File: src/rtl/control_sequencer_if.sv
// Control-sequencer bundle: decode inputs (opcode, flags) in, bus-control strobes out.
// Latency: none; wiring only.
// Backpressure: none; strobes are levels, sampled by the datapath on each CPU clock edge.
//
// Modports:
//   master - the sequencer: consumes opcode/flags, drives step, halt and every strobe.
//   slave  - the datapath side: supplies opcode/flags, consumes the strobes.
interface control_sequencer_if #(
  parameter int STEP_WIDTH = 3
);
  logic [3:0]            i_OPCODE;
  logic                  i_FLAG_CARRY;
  logic                  i_FLAG_ZERO;
  logic [STEP_WIDTH-1:0] o_STEP;
  logic                  o_HALT;
  logic                  o_MAR_IN_n;
  logic                  o_RAM_IN;
  logic                  o_RAM_OUT_n;
  logic                  o_IR_IN_n;
  logic                  o_IR_OUT_n;
  logic                  o_A_READ_BUS_n;
  logic                  o_A_WRITE_BUS_n;
  logic                  o_B_READ_BUS_n;
  logic                  o_ALU_OUT_n;
  logic                  o_ALU_SUB;
  logic                  o_FLAGS_IN_n;
  logic                  o_OUT_READ_BUS;
  logic                  o_PC_COUNT_ENABLE;
  logic                  o_PC_WRITE_BUS;
  logic                  o_PC_JUMP_n;

  modport master (
    input  i_OPCODE, i_FLAG_CARRY, i_FLAG_ZERO,
    output o_STEP, o_HALT, o_MAR_IN_n, o_RAM_IN, o_RAM_OUT_n, o_IR_IN_n, o_IR_OUT_n,
           o_A_READ_BUS_n, o_A_WRITE_BUS_n, o_B_READ_BUS_n, o_ALU_OUT_n, o_ALU_SUB,
           o_FLAGS_IN_n, o_OUT_READ_BUS, o_PC_COUNT_ENABLE, o_PC_WRITE_BUS, o_PC_JUMP_n
  );

  modport slave (
    output i_OPCODE, i_FLAG_CARRY, i_FLAG_ZERO,
    input  o_STEP, o_HALT, o_MAR_IN_n, o_RAM_IN, o_RAM_OUT_n, o_IR_IN_n, o_IR_OUT_n,
           o_A_READ_BUS_n, o_A_WRITE_BUS_n, o_B_READ_BUS_n, o_ALU_OUT_n, o_ALU_SUB,
           o_FLAGS_IN_n, o_OUT_READ_BUS, o_PC_COUNT_ENABLE, o_PC_WRITE_BUS, o_PC_JUMP_n
  );
endinterface

File: src/rtl/control_sequencer.sv
// Microcoded control unit: microstep counter + sticky halt latch, decoded into bus strobes.
// Latency: strobes are combinational from the current step/opcode/flags; state advances per edge.
// Backpressure: none; only the halt latch (cleared solely by i_CLEAR) stops the step counter.
//
// Ports:
//   i_CLOCK  - CPU clock, all state on the rising edge.
//   i_CLEAR  - synchronous active-high reset; forces every strobe inactive while high.
//   bus      - control_sequencer_if.master: opcode/flags in, o_STEP/o_HALT/strobes out.
// Build option:
//   XDN_EARLY_STEP_RESET_EN - when defined, the step counter returns to T0 right after the
//   last active step of each instruction instead of running through idle steps.
module control_sequencer #(
  parameter int STEP_COUNT = 5,
  parameter int STEP_WIDTH = 3
) (
  input  logic                 i_CLOCK,
  input  logic                 i_CLEAR,
  control_sequencer_if.master  bus
);

  localparam logic [STEP_WIDTH-1:0] T0        = STEP_WIDTH'(0);
  localparam logic [STEP_WIDTH-1:0] T1        = STEP_WIDTH'(1);
  localparam logic [STEP_WIDTH-1:0] T2        = STEP_WIDTH'(2);
  localparam logic [STEP_WIDTH-1:0] T3        = STEP_WIDTH'(3);
  localparam logic [STEP_WIDTH-1:0] T4        = STEP_WIDTH'(4);
  localparam logic [STEP_WIDTH-1:0] STEP_LAST = STEP_WIDTH'(STEP_COUNT - 1);

  localparam logic [3:0] OP_NOP = 4'h0;
  localparam logic [3:0] OP_LDA = 4'h1;
  localparam logic [3:0] OP_ADD = 4'h2;
  localparam logic [3:0] OP_SUB = 4'h3;
  localparam logic [3:0] OP_STA = 4'h4;
  localparam logic [3:0] OP_LDI = 4'h5;
  localparam logic [3:0] OP_JMP = 4'h6;
  localparam logic [3:0] OP_JC  = 4'h7;
  localparam logic [3:0] OP_JZ  = 4'h8;
  localparam logic [3:0] OP_OUT = 4'hE;
  localparam logic [3:0] OP_HLT = 4'hF;

  // Active-high view of the control word; polarity is fixed up at the port assigns.
  typedef struct packed {
    logic mar_in;
    logic ram_in;
    logic ram_out;
    logic ir_in;
    logic ir_out;
    logic a_read;
    logic a_write;
    logic b_read;
    logic alu_out;
    logic alu_sub;
    logic flags_in;
    logic out_read;
    logic pc_count;
    logic pc_write;
    logic pc_jump;
    logic halt;
  } ctrl_t;

  logic [STEP_WIDTH-1:0] step_q;
  logic                  halt_q;
  ctrl_t                 ctrl;

  always_comb begin
    ctrl = '0;
    if (i_CLEAR) begin
      ctrl = '0;
    end else if (halt_q) begin
      ctrl.halt = 1'b1;
    end else begin
      case (step_q)
        T0: begin
          ctrl.pc_write = 1'b1;
          ctrl.mar_in   = 1'b1;
        end
        T1: begin
          ctrl.ram_out  = 1'b1;
          ctrl.ir_in    = 1'b1;
          ctrl.pc_count = 1'b1;
        end
        T2: begin
          case (bus.i_OPCODE)
            OP_LDA, OP_ADD, OP_SUB, OP_STA: begin
              ctrl.ir_out = 1'b1;
              ctrl.mar_in = 1'b1;
            end
            OP_LDI: begin
              ctrl.ir_out = 1'b1;
              ctrl.a_read = 1'b1;
            end
            OP_JMP: begin
              ctrl.ir_out  = 1'b1;
              ctrl.pc_jump = 1'b1;
            end
            // Conditional jumps still put the operand on the bus; only the load is gated.
            OP_JC: begin
              ctrl.ir_out  = 1'b1;
              ctrl.pc_jump = bus.i_FLAG_CARRY;
            end
            OP_JZ: begin
              ctrl.ir_out  = 1'b1;
              ctrl.pc_jump = bus.i_FLAG_ZERO;
            end
            OP_OUT: begin
              ctrl.a_write  = 1'b1;
              ctrl.out_read = 1'b1;
            end
            OP_HLT: ctrl.halt = 1'b1;
            default: ;
          endcase
        end
        T3: begin
          case (bus.i_OPCODE)
            OP_LDA: begin
              ctrl.ram_out = 1'b1;
              ctrl.a_read  = 1'b1;
            end
            OP_ADD, OP_SUB: begin
              ctrl.ram_out = 1'b1;
              ctrl.b_read  = 1'b1;
            end
            OP_STA: begin
              ctrl.a_write = 1'b1;
              ctrl.ram_in  = 1'b1;
            end
            default: ;
          endcase
        end
        T4: begin
          if (bus.i_OPCODE == OP_ADD || bus.i_OPCODE == OP_SUB) begin
            ctrl.alu_out  = 1'b1;
            ctrl.a_read   = 1'b1;
            ctrl.flags_in = 1'b1;
            ctrl.alu_sub  = (bus.i_OPCODE == OP_SUB);
          end
        end
        default: ;
      endcase
    end
  end

`ifdef XDN_EARLY_STEP_RESET_EN
  logic [STEP_WIDTH-1:0] last_step;
  always_comb begin
    case (bus.i_OPCODE)
      OP_NOP:         last_step = T1;
      OP_LDA, OP_STA: last_step = T3;
      OP_ADD, OP_SUB: last_step = T4;
      default:        last_step = T2;
    endcase
  end
  wire at_last = (step_q == last_step);
`else
  wire at_last = 1'b0;
`endif

  // Halt latch sets at the end of T2 of HLT and the step is left frozen at T2.
  always_ff @(posedge i_CLOCK) begin
    if (i_CLEAR) begin
      step_q <= T0;
      halt_q <= 1'b0;
    end else if (!halt_q) begin
      if (ctrl.halt) begin
        halt_q <= 1'b1;
      end else if (at_last || step_q == STEP_LAST) begin
        step_q <= T0;
      end else begin
        step_q <= step_q + T1;
      end
    end
  end

  assign bus.o_STEP            = step_q;
  assign bus.o_HALT            = ctrl.halt;
  assign bus.o_MAR_IN_n        = ~ctrl.mar_in;
  assign bus.o_RAM_IN          = ctrl.ram_in;
  assign bus.o_RAM_OUT_n       = ~ctrl.ram_out;
  assign bus.o_IR_IN_n         = ~ctrl.ir_in;
  assign bus.o_IR_OUT_n        = ~ctrl.ir_out;
  assign bus.o_A_READ_BUS_n    = ~ctrl.a_read;
  assign bus.o_A_WRITE_BUS_n   = ~ctrl.a_write;
  assign bus.o_B_READ_BUS_n    = ~ctrl.b_read;
  assign bus.o_ALU_OUT_n       = ~ctrl.alu_out;
  assign bus.o_ALU_SUB         = ctrl.alu_sub;
  assign bus.o_FLAGS_IN_n      = ~ctrl.flags_in;
  assign bus.o_OUT_READ_BUS    = ctrl.out_read;
  assign bus.o_PC_COUNT_ENABLE = ctrl.pc_count;
  assign bus.o_PC_WRITE_BUS    = ctrl.pc_write;
  assign bus.o_PC_JUMP_n       = ~ctrl.pc_jump;

endmodule

File: src/flat_wrapper.sv
// flat-port wrapper written by rule: the top's interface ports become plain ports
module control_sequencer_flat 
#(
  parameter int STEP_COUNT = 5,
  parameter int STEP_WIDTH = 3
)
  (i_CLOCK, i_CLEAR, bus_i_OPCODE, bus_i_FLAG_CARRY, bus_i_FLAG_ZERO, bus_o_STEP, bus_o_HALT, bus_o_MAR_IN_n, bus_o_RAM_IN, bus_o_RAM_OUT_n, bus_o_IR_IN_n, bus_o_IR_OUT_n, bus_o_A_READ_BUS_n, bus_o_A_WRITE_BUS_n, bus_o_B_READ_BUS_n, bus_o_ALU_OUT_n, bus_o_ALU_SUB, bus_o_FLAGS_IN_n, bus_o_OUT_READ_BUS, bus_o_PC_COUNT_ENABLE, bus_o_PC_WRITE_BUS, bus_o_PC_JUMP_n);
  control_sequencer_if #(.STEP_WIDTH(STEP_WIDTH)) bus_i ();
  input  logic i_CLOCK;
  input  logic i_CLEAR;
  input wire logic [$bits(bus_i.i_OPCODE)-1:0] bus_i_OPCODE;
  input wire logic [$bits(bus_i.i_FLAG_CARRY)-1:0] bus_i_FLAG_CARRY;
  input wire logic [$bits(bus_i.i_FLAG_ZERO)-1:0] bus_i_FLAG_ZERO;
  output wire logic [$bits(bus_i.o_STEP)-1:0] bus_o_STEP;
  output wire logic [$bits(bus_i.o_HALT)-1:0] bus_o_HALT;
  output wire logic [$bits(bus_i.o_MAR_IN_n)-1:0] bus_o_MAR_IN_n;
  output wire logic [$bits(bus_i.o_RAM_IN)-1:0] bus_o_RAM_IN;
  output wire logic [$bits(bus_i.o_RAM_OUT_n)-1:0] bus_o_RAM_OUT_n;
  output wire logic [$bits(bus_i.o_IR_IN_n)-1:0] bus_o_IR_IN_n;
  output wire logic [$bits(bus_i.o_IR_OUT_n)-1:0] bus_o_IR_OUT_n;
  output wire logic [$bits(bus_i.o_A_READ_BUS_n)-1:0] bus_o_A_READ_BUS_n;
  output wire logic [$bits(bus_i.o_A_WRITE_BUS_n)-1:0] bus_o_A_WRITE_BUS_n;
  output wire logic [$bits(bus_i.o_B_READ_BUS_n)-1:0] bus_o_B_READ_BUS_n;
  output wire logic [$bits(bus_i.o_ALU_OUT_n)-1:0] bus_o_ALU_OUT_n;
  output wire logic [$bits(bus_i.o_ALU_SUB)-1:0] bus_o_ALU_SUB;
  output wire logic [$bits(bus_i.o_FLAGS_IN_n)-1:0] bus_o_FLAGS_IN_n;
  output wire logic [$bits(bus_i.o_OUT_READ_BUS)-1:0] bus_o_OUT_READ_BUS;
  output wire logic [$bits(bus_i.o_PC_COUNT_ENABLE)-1:0] bus_o_PC_COUNT_ENABLE;
  output wire logic [$bits(bus_i.o_PC_WRITE_BUS)-1:0] bus_o_PC_WRITE_BUS;
  output wire logic [$bits(bus_i.o_PC_JUMP_n)-1:0] bus_o_PC_JUMP_n;
  assign bus_i.i_OPCODE = bus_i_OPCODE;
  assign bus_i.i_FLAG_CARRY = bus_i_FLAG_CARRY;
  assign bus_i.i_FLAG_ZERO = bus_i_FLAG_ZERO;
  assign bus_o_STEP = bus_i.o_STEP;
  assign bus_o_HALT = bus_i.o_HALT;
  assign bus_o_MAR_IN_n = bus_i.o_MAR_IN_n;
  assign bus_o_RAM_IN = bus_i.o_RAM_IN;
  assign bus_o_RAM_OUT_n = bus_i.o_RAM_OUT_n;
  assign bus_o_IR_IN_n = bus_i.o_IR_IN_n;
  assign bus_o_IR_OUT_n = bus_i.o_IR_OUT_n;
  assign bus_o_A_READ_BUS_n = bus_i.o_A_READ_BUS_n;
  assign bus_o_A_WRITE_BUS_n = bus_i.o_A_WRITE_BUS_n;
  assign bus_o_B_READ_BUS_n = bus_i.o_B_READ_BUS_n;
  assign bus_o_ALU_OUT_n = bus_i.o_ALU_OUT_n;
  assign bus_o_ALU_SUB = bus_i.o_ALU_SUB;
  assign bus_o_FLAGS_IN_n = bus_i.o_FLAGS_IN_n;
  assign bus_o_OUT_READ_BUS = bus_i.o_OUT_READ_BUS;
  assign bus_o_PC_COUNT_ENABLE = bus_i.o_PC_COUNT_ENABLE;
  assign bus_o_PC_WRITE_BUS = bus_i.o_PC_WRITE_BUS;
  assign bus_o_PC_JUMP_n = bus_i.o_PC_JUMP_n;
  control_sequencer #(.STEP_COUNT(STEP_COUNT), .STEP_WIDTH(STEP_WIDTH)) u_core (.i_CLOCK(i_CLOCK), .i_CLEAR(i_CLEAR), .bus(bus_i));
endmodule
File: config.mk
export PLATFORM = sky130hd
export DESIGN_NAME = control_sequencer_flat
export DESIGN_NICKNAME = d
export VERILOG_FILES = /design/src/rtl/control_sequencer_if.sv /design/src/rtl/control_sequencer.sv /design/src/flat_wrapper.sv
export SDC_FILE = /design/constraint.sdc
export NUM_CORES = 1
export LEC_CHECK = 0
export CELL_PAD_IN_SITES_DETAIL_PLACEMENT = 1
export CELL_PAD_IN_SITES_GLOBAL_PLACEMENT = 1
export CORE_MARGIN = 1
export CORE_UTILIZATION = 26
export CTS_CLUSTER_DIAMETER = 150
export DETAILED_ROUTE_END_ITERATION = 7
export PLACE_DENSITY = 0.82
export SYNTH_ARGS = -nofsm -noshare
export SYNTH_HDL_FRONTEND = slang
export SYNTH_SLANG_ARGS = --single-unit
File: constraint.sdc
create_clock -name i_CLOCK -period 2.1 [get_ports i_CLOCK]
set_clock_uncertainty 0.05 [all_clocks]
set_input_delay 0.21 -clock i_CLOCK [delete_from_list [all_inputs] [get_ports i_CLOCK]]
set_output_delay 0.21 -clock i_CLOCK [all_outputs]
set_load 0.02 [all_outputs]
# [Word level (Yosys, flattened, before mapping)]
# Index checks and enable logic that the tools add are counted.
# Widths: inputs -> output; s select.
[word_totals] ff_bits=4 latch_bits=0 mem_bits_rw=0 romBits=0 in_bits=8 output_inout_bits=19 word_cells=66 mem_count=0
[op_classes] addsub=1 n_mul=0 div_mod_pow=0 magnitude_cmp=0 n_eq_ne=14 shifts=0 n_mux=30 bitwise=12 n_reduce_logical=7
[op_table] cell="$mux 1" count=19
[op_table] cell="$eq 4x3->1 const B" count=4
[op_table] cell="$mux 16" count=1
[op_table] cell="$mux 15" count=1
[op_table] cell="$eq 4x4->1 const B" count=3
[op_table] cell="$not 1->1" count=12
[op_table] cell="$mux 3" count=3
[op_table] cell="$eq 4x2->1 const B" count=2
[op_table] cell="$reduce_or 8->1" count=1
[op_table] cell="$eq 3x2->1 const B" count=2
[op_table] cell="$pmux 1 s2" count=3
[op_table] cell="$pmux 1 s3" count=2
[op_table] cell="$eq 4x1->1 const B" count=1
[op_table] cell="$reduce_or 4->1" count=1
[op_table] cell="$add 3x1->3 const B" count=1
[op_table] cell="$eq 3x1->1 const B" count=1
[op_table] cell="$eq 3x3->1 const B" count=1
[op_table] cell="$logic_not 3->1" count=1
[op_table] cell="$reduce_or 3->1" count=1
[op_table] cell="$mux 2" count=1
[op_table] cell="$reduce_and 2->1" count=1
[op_table] cell="$reduce_or 2->1" count=1
[op_table] cell="$logic_or 1x1->1" count=1

# [Depth between registers and ports, before layout]
# Gate-level depths: netlist of the first run.
[logic_depth] ltp_word=8 mapped_depth=6 mapped_depth_nobuf=5

# [Worst setup path before layout of the first run]
# OpenSTA, ideal clock, no wires.
[synth_timing] path_kind="register to output" startpoint="register u_core.step_q[0], in the netlist u_core.bus.o_STEP[0]" endpoint="output bus_o_A_WRITE_BUS_n" arrival_time_ns=1.791 required_time_ns=1.840 path_slack_ns=0.049 stages_incl_launch_ff=6 path_buffers=0 path_cell_list="dfxtp_1 -> inv_1 -> ha_1 -> or4b_4 -> nor3_2 -> nor2_1"
[synth_via] elab_chain_len=5 word_cells_on_any_way=6 classes_between="eq/ne: 2; mux: 3; bitwise: 1"
[synth_rtl] element="start, declared" line_no="control_sequencer.sv:60" source="logic [STEP_WIDTH-1:0] step_q;"
[synth_rtl] element="start signal, assigned" line_no="control_sequencer.sv:168" source="step_q <= step_q + T1;"
[synth_rtl] element="$eq 3x2->1" line_no="control_sequencer.sv:71" source="case (step_q)"
[synth_rtl] element="$pmux 1 s2 *" line_no="control_sequencer.sv:71"
[synth_rtl] element="$mux 15 *" line_no="control_sequencer.sv:68" source="end else if (halt_q) begin"
[synth_rtl] element="$mux 16 *" line_no="control_sequencer.sv:66" source="if (i_CLEAR) begin"
[synth_rtl] element="$not 1->1 *" line_no="control_sequencer.sv:181" source="assign bus.o_A_WRITE_BUS_n = ~ctrl.a_write;"
[synth_rtl] element="end, declared" line_no="flat_wrapper.sv:22" source="output wire logic [$bits(bus_i.o_A_WRITE_BUS_n)-1:0] bus_o_A_WRITE_BUS_n;"
# Every way passes the cells marked *; elsewhere a longest branch is shown, timed or not.

# [Worst setup path after layout of the first run]
[layout_timing] startpoint="register u_core.step_q[0], in the netlist u_core.bus.o_STEP[0]" endpoint="output bus_o_MAR_IN_n"
[layout_via] elab_chain_len=5 word_cells_on_any_way=6 classes_between="eq/ne: 1; mux: 3; bitwise: 1; reduce/logical: 1"
[layout_rtl] element="$eq 3x2->1 / $logic_not 3->1 (equally long branches)" line_no="control_sequencer.sv:71"
[layout_rtl] element="$pmux 1 s2 *" line_no="control_sequencer.sv:71"
[layout_rtl] element="$mux 15 *" line_no="control_sequencer.sv:68"
[layout_rtl] element="$mux 16 *" line_no="control_sequencer.sv:66"
[layout_rtl] element="$not 1->1 *" line_no="control_sequencer.sv:175" source="assign bus.o_MAR_IN_n = ~ctrl.mar_in;"
[layout_rtl] element="end, declared" line_no="flat_wrapper.sv:16" source="output wire logic [$bits(bus_i.o_MAR_IN_n)-1:0] bus_o_MAR_IN_n;"
# Marked as above.

==> results of run 1 <==
[worst min-delay path, delay by kind of cell, from the launching register on]
family	cells	cell delay, ns
and+or+nand+nor	1	0.06
buffers and inverters	1	0.16
AOI/OAI and AO/OA	1	0.05
DFF	1	0.31
[through the flow]
stage / setup TNS, ns / hold slack, ns / power [W] / cell area [µm²] / setup WS, ns
after floorplan: 0 / 0.425 / 0.000201 / 527 / 0.0485
after global routing: -0.0789 / 0.615 / 0.000467 / 1020 / -0.0370
after detailed placement: -1.61 / 0.579 / 0.000331 / 960 / -0.258
after CTS: -0.314 / 0.583 / 0.000429 / 975 / -0.195
after global placement: -1.14 / 0.571 / 0.000322 / 960 / -0.206
final: 0 / 0.583 / 0.000437 / 1020 / 0.0415
[worst paths after layout]
check                                    startpoint  slack [ns]  cells after the start                                 to
hold / removal             u_core.halt_q$_SDFF_PP0_        0.58                      3  u_core.bus.o_STEP[2]$_SDFFE_PP0P_
setup / recovery  u_core.bus.o_STEP[0]$_SDFFE_PP0P_        0.04                      6                     bus_o_MAR_IN_n
setup reg to reg  u_core.bus.o_STEP[0]$_SDFFE_PP0P_        0.42                      7  u_core.bus.o_STEP[0]$_SDFFE_PP0P_
hold reg to reg            u_core.halt_q$_SDFF_PP0_        0.58                      3  u_core.bus.o_STEP[2]$_SDFFE_PP0P_
[logic make-up (layout without fill, tap and decap cells)]
logic type	count (synthesis)	in the layout	synth area share [%]
flip-flops	4	4	15.2
AND/OR/NAND/NOR	31	31	36.8
buffers and inverters	12	62	12.4
multiplexers	1	1	1.90
adder cells (fa/ha/maj)	5	5	11.9
AO/OA/AOI/OAI	15	15	20.2
XOR/XNOR	1	1	1.66
[cell type report]
cell class | instances | share of cell area, %
repair buffers | 52 | 42.5
multi-input cells | 53 | 41.5
flip-flops and latches | 4 | 8.13
well taps | 25 | 3.08
inverters | 7 | 2.59
clock buffers | 3 | 2.22
[metal layers]
layer  part of all wire [%]  vias to the layer above  wire length (µm)  global-route usage [%]
met2                     55                       31              1190                    40.3
met4                   0.96                        0                21                    3.43
met1                     39                      351               859                    22.1
li1                       -                      350                 -                       -
met3                    4.9                        4               107                    3.46
met5                      0                        -                 0                       0
[what timing repair did]
item / 4_1_cts / 5_1_grt
setup endpoints to repair: 13 / 12
gates resized for setup: 26 / 23
pin swaps: 0 / 3
buffers inserted: 1 / 1
hold buffers: 0 / 0
[report_power, final]
group          internal [W]  switching (W)
clock network     0.0000637      0.0000284
logic              0.000126       0.000122
registers         0.0000858      0.0000110
total              0.000275       0.000162
[state kept, by name (all words and copies together), names as in the netlist]
signal and cells:
u_core.bus.o_STEP 3, u_core.halt_q 1
[synthesized netlist by cell type, drive strengths merged]
library cell and n:
o21ai 3, a21o 1, nor2 7, xnor2 1, and3 1, o211a 1, nand3b 2, nor4b 1
nor4 1, inv 7, nand3 3, nand2 3, mux2i 1, or3 1, o21a 1, o2111ai 2
ha 5, o211ai 3, a2111oi 1, and4 1, dfxtp 4, buf 3, or4b 1, o31ai 1
nand2b 2, and2 2, clkbuf 2, a21oi 2, nor3 3, nor2b 1, nand4 2
==> impl_metrics.py, run 1 <==
metrics = {
    "cts": {
        "clockBufferDepth": 2,
        "clock_sinks": 4,
        "cts_tree": "done",
        "clk_pin_slew_ns": 0.04,
        "root_buffer": "clkbuf_4",
        "insertion_delay_ns": 0.23,
        "htree_levels": 1,
        "numCtsBuffers": 3,
    },
    "yosys": {
        "synthTopCellsByArea": "dfxtp_1 15%, ha_1 12%, inv_1 5.0%, nor2_1 5.0%, buf_6 4.3%",
        "syn_inst": 69,
        "synth_seq_cells": 4,
        "synth_nets": 82,
        "syn_avg_cell_area_um2": 7.63,
        "yosys_warnings": 0,
        "synthesis.area_um2": 527,
        "synth.top_cell.area_share_pct": 15.2,
        "netlist.top_cell.by_area": "dfxtp_1",
        "seq_area_frac_synth_pct": 15.2,
        "ys_types": 36,
    },
    "floorplan": {
        "initial_core_util_pct": 28.9,
        "fp.dieW_um": 47.0,
        "num_rows": 15,
        "core_area_mm2": 0.00182,
        "die_area_mm2": 0.00221,
        "die_h_um": 47.0,
        "boundaryPins": 27,
    },
    "layout": {
        "multi_input_area_um2": 422,
        "seqCellArea_um2": 82.6,
        "nets": 134,
        "area_growth_syn_to_layout_pct": 92.9,
        "nFillCells": 225,
        "layout_commonest_cell": "buf_4",
        "fin_util_pct": 55.8,
        "drive_above_1_share_pct": 39.5,
        "final_cell_mix": "26 x buf_4, 8 x clkdlybuf4s50_1, 7 x nor2_1",
        "stdcell_count": 144,
        "antenna_cells": 0,
    },
    "placement": {
        "dp_hpwl_um": 1650,
        "gp_congestion": 0.793,
        "portBuffers": 26,
        "dp_cells": 139,
    },
    "global_routing": {
        "antenna_found_initial": 0,
        "overflow": 0,
        "grt_pass1_wl_um": 3150,
        "grt_use_total_pct": 20.2,
        "grt_pass1_vias": 723,
        "grt_start_max_net_pins": 11,
    },
    "pwr": {
        "p_leak_nw": 0.494,
        "vdd_drop_max_mv": 0.339,
        "power_density_mw_per_mm2": 430,
    },
    "sta": {
        "slew_headroom_pct": 76.2,
        "max_slew.worst_pin.slew_ns": 0.357,
        "min_period_over_period_pct": 98.0,
        "min_period_ns": 2.06,
        "clock.fmax_mhz": 486,
        "setup_viol": 0,
        "finalHoldViolations": 0,
        "final-max-slew-violation-count": 0,
    },
    "drt": {
        "routed_wl_um": 2180,
        "drtIter0Drc": 13,
        "dr.pass1.iters": 4,
        "vias_per_cell": 5.11,
        "ant_nets": 0,
        "drc": 0,
        "vias": 736,
        "wire_per_inst_um": 15.1,
    },
    "setup_path": {
        "path_buf_inv": 2,
        "crit_path_top_delay_cell": "or4b_4",
        "path_cells": "inv_2, ha_4, or4b_4, nor4b_4, o21ai_1, clkbuf_2",
        "critPathLaunchType": "flop",
        "path_delay_family": "simple AND/OR/NAND/NOR gates",
        "cp-end-kind": "output port",
        "cp.required_ns": 1.84,
        "path_max_fanout": 4,
        "cpPeakStageDelay_ns": 0.50,
        "worst-setup-path-type": "flop to output port",
        "critPathArrivalTime_ns": 1.80,
    },
    "worst_hold_path": {
        "hp-class": "flop to flop",
    },
    "run": {
        "cap_violations": 0,
    },
    "outcome": {
        "status": "finished, final reports clean",
    },
}
No activity file was read; power rests on OpenSTA's default activity.
==> run 2: changes to the inputs <==
==> constraint.sdc (replaced) <==
create_clock -name i_CLOCK -period 2.1 [get_ports i_CLOCK]
set_clock_uncertainty 0.05 [all_clocks]
set_input_delay 0.63 -clock i_CLOCK [delete_from_list [all_inputs] [get_ports i_CLOCK]]
set_output_delay 0.63 -clock i_CLOCK [all_outputs]
set_load 0.02 [all_outputs]
==> run 2 against run 1 <==
Effect of this change:
- the flow now stops in 5_1_grt
- synthesized cell count unchanged
- synthesized area unchanged
==> impl_metrics.py, run 2 <==
metrics = {
    "sta": {
        "worst_path_end_type": "top-level output",
        "grt-worst-endpoint": "bus_o_A_WRITE_BUS_n",
    },
    "global_routing": {
        "grt_start_max_net_pins": 10,
        "antenna_found_initial": 0,
    },
    "yosys": {
        "netlist_top_cells_count": "7 x inv_1, 7 x nor2_1, 5 x ha_1",
        "syn_inst": 69,
        "async_flop_share_pct": 0,
        "synth_seq_cells": 4,
        "synthesis.area_um2": 527,
        "netlist.top_cell.by_area": "dfxtp_1",
        "seq_area_frac_synth_pct": 15.2,
        "synth_enable_flop_cells": 0,
        "synthTopCellsByArea": "dfxtp_1 15%, ha_1 12%, inv_1 5.0%, nor2_1 5.0%, buf_6 4.3%",
        "ys.flop_type": "dfxtp_1",
        "ys_types": 36,
        "yosys_warnings": 0,
        "syn_avg_cell_area_um2": 7.63,
        "synth_nets": 82,
        "synth.top_cell.area_share_pct": 15.2,
    },
    "floorplan": {
        "num_rows": 15,
        "initial_core_util_pct": 28.9,
        "boundaryPins": 27,
        "die_h_um": 47.0,
        "fp.dieW_um": 47.0,
    },
    "cts": {
        "clock_sinks": 4,
        "postCtsHoldBufs": 0,
        "root_buffer": "clkbuf_4",
        "numCtsBuffers": 3,
        "htree_levels": 1,
        "clockBufferDepth": 2,
    },
    "placement": {
        "dp_hpwl_um": 1810,
        "dp_cells": 141,
        "portBuffers": 26,
        "gp_congestion": 0.813,
    },
    "outcome": {
        "status": "aborted with a tool error",
        "stop_error": "[ERROR DPL-0033] detailed placement checks failed during check placement.",
        "failing_step": "5_1_grt",
    },
}
[run 2: cells by family after synthesis]
family                   synth area share [%]
XOR/XNOR                                 1.66
flip-flops                               15.2
multiplexers                             1.90
buffers and inverters                    12.4
adder cells (fa/ha/maj)                  11.9
AND/OR/NAND/NOR                          36.8
AO/OA/AOI/OAI                            20.2
[run 2: what timing repair did]
action                     4_1_cts
pin swaps                       18
setup buffers                   12
setup endpoints to repair       17
gates resized for setup        141
[run 2: metrics by stage]
| step | setup TNS [ns] | hold WS [ns] | area, µm² | worst slack [ns] | util, % |
|---|---|---|---|---|---|
| after floorplan | -0.489 | 0.467 | 611 | -0.160 | - |
| after global placement | -14.87 | 0.563 | 1030 | -1.11 | 56.5 |
| after detailed placement | -15.80 | 0.572 | 1030 | -1.14 | 56.5 |
| after CTS | -2.41 | 0.576 | 1240 | -0.424 | 68.1 |
==> run 3: changes to the inputs <==
- CELL_PAD_IN_SITES_DETAIL_PLACEMENT: 1 -> not set
- CELL_PAD_IN_SITES_GLOBAL_PLACEMENT: 1 -> not set
- CORE_AREA: not set -> 2 2 63 65
- CORE_MARGIN: 1 -> not set
- CORE_UTILIZATION: 26 -> not set
- CTS_CLUSTER_DIAMETER: 150 -> not set
- DIE_AREA: not set -> 0 0 65 67
- PLACE_DENSITY: 0.82 -> not set
- PLACE_DENSITY_LB_ADDON: not set -> 0.15
==> run 3 against run 2 <==
Effect of this change:
- the flow now finishes, with violations (setup timing)
==> impl_metrics.py, run 3 (same netlist as run 1, synthesis figures left out) <==
metrics = {
    "setup_path": {
        "path_max_fanout": 3,
        "worst-setup-path-type": "input port to output port",
        "cp-end-kind": "output port",
        "path_cells": "buf_6, or4b_4, buf_6, nor3_4, buf_4, buf_6",
        "rr_startpoint": "u_core.bus.o_STEP[2]$_SDFFE_PP0P_",
        "path_delay_family": "simple AND/OR/NAND/NOR gates",
        "critical_path.startpoint": "i_CLEAR",
        "path_buf_inv": 4,
        "crit_path_top_delay_cell": "or4b_4",
        "r2r_slack_ns": 0.43,
        "cp.required_ns": 1.42,
        "cpPeakStageDelay_ns": 0.55,
        "crit_path_frequent_cell": "buf_6",
        "critPathArrivalTime_ns": 1.82,
        "critPathLaunchType": "input port",
    },
    "sta": {
        "max_slew.worst_pin.slew_ns": 0.277,
        "rsz0062_at_grt": "yes",
        "fin_tns_setup_ns": -1.97,
        "final-max-slew-violation-count": 0,
        "min_period_ns": 2.50,
        "setup_viol": 11,
        "setup_ws_ns": -0.400,
        "clock.fmax_mhz": 400,
        "min_period_over_period_pct": 119,
        "finalHoldViolations": 0,
        "slew_headroom_pct": 81.4,
    },
    "cts": {
        "numCtsBuffers": 3,
        "htree_levels": 1,
        "insertion_delay_ns": 0.22,
        "clock_sinks": 4,
        "root_buffer": "clkbuf_8",
        "clk_pin_slew_ns": 0.03,
        "clockBufferDepth": 2,
        "cts_tree": "done",
        "postCtsHoldBufs": 0,
    },
    "drt": {
        "vias_per_cell": 3.96,
        "dr.pass1.iters": 4,
        "drc": 0,
        "ant_nets": 0,
        "routed_wl_um": 2150,
        "wire_per_inst_um": 11.7,
        "drtIter0Drc": 22,
        "vias": 729,
    },
    "placement": {
        "gp_congestion": 0.759,
        "dp_hpwl_um": 1550,
        "portBuffers": 26,
    },
    "floorplan": {
        "die_h_um": 67,
        "boundaryPins": 27,
        "die_area_mm2": 0.00436,
        "fp.dieW_um": 65,
        "initial_core_util_pct": 14.6,
        "num_rows": 22,
        "core_area_mm2": 0.00361,
    },
    "pwr": {
        "vdd_drop_max_mv": 0.462,
        "p_leak_nw": 0.608,
        "power_density_mw_per_mm2": 434,
    },
    "layout": {
        "layout_commonest_cell": "buf_4",
        "fin_util_pct": 38.2,
        "final_cell_mix": "35 x buf_4, 24 x buf_6",
        "antenna_cells": 0,
        "largest_register_ffs": 3,
        "area_growth_syn_to_layout_pct": 161,
        "drive_above_1_share_pct": 69.1,
        "nets": 150,
    },
    "worst_hold_path": {
        "worstHoldStart": "u_core.halt_q$_SDFF_PP0_",
        "hp-class": "flop to flop",
    },
    "outcome": {
        "violations": "setup timing",
        "status": "complete, but fails checks",
    },
    "global_routing": {
        "antenna_found_initial": 0,
        "overflow": 0,
        "grt_use_total_pct": 10.6,
        "grt_pass1_wl_um": 3530,
        "grt_start_max_net_pins": 11,
        "grt_pass1_vias": 761,
    },
    "run": {
        "cap_violations": 0,
    },
}
[run 3: tightest hold or removal path: stages (launching register included)]
cell     delay (ns)
dfxtp_1        0.31
buf_4          0.17
nand2_1        0.07
a21oi_1        0.05
[run 3: layout make-up]
class	count	area, µm²
Tap cell	48	60.1
Clock buffer	4	45.0
Timing Repair Buffer	68	604
Sequential cell	4	88.8
Multi-Input combinational cell	53	547
Inverter	7	31.3
Fill cell	379	2230
[run 3: power by group]
group | internal (W) | switching [W] | leakage, nW
Combinational | 0.000185 | 0.000148 | 0.551
Clock | 0.000129 | 0.0000386 | 0.0228
Sequential | 0.0000867 | 0.00000824 | 0.0345
Total | 0.000401 | 0.000195 | 0.608
[run 3: path summary, 6_finish.rpt]
check / cells past startpoint / to
hold / removal: 3 / u_core.bus.o_STEP[2]$_SDFFE_PP0P_
hold reg to reg: 3 / u_core.bus.o_STEP[2]$_SDFFE_PP0P_
setup reg to reg: 8 / u_core.bus.o_STEP[0]$_SDFFE_PP0P_
setup / recovery: 6 / bus_o_OUT_READ_BUS
[run 3: metrics by stage]
step | instance area (µm²) | setup WS, ns | cells | power, W | hold slack, ns
after floorplan | 611 | -0.160 | 69 | 0.000217 | 0.467
final | 1380 | -0.400 | 184 | 0.000597 | 0.593
after global routing | 1380 | -0.464 | 184 | 0.000640 | 0.645
after CTS | 1340 | -0.442 | 182 | 0.000592 | 0.573
after global placement | 1080 | -1.17 | 167 | 0.000348 | 0.577
after detailed placement | 1080 | -1.17 | 167 | 0.000345 | 0.570
[run 3: what timing repair did]
action | 4_1_cts | 5_1_grt
setup buffers | 12 | 3
gates cloned | 0 | 0
setup endpoints to repair | 16 | 15
pin swaps | 19 | 9
resized for setup | 147 | 5
endpoints found under the hold margin | 0 | 0
[run 3: per-layer routing]
layer	wire [µm]	up-vias	global-route usage, %
met5	0	-	0
met4	0	0	0
met3	116	0	3.72
met2	1070	19	18.4
met1	961	328	13.5
li1	-	382	-
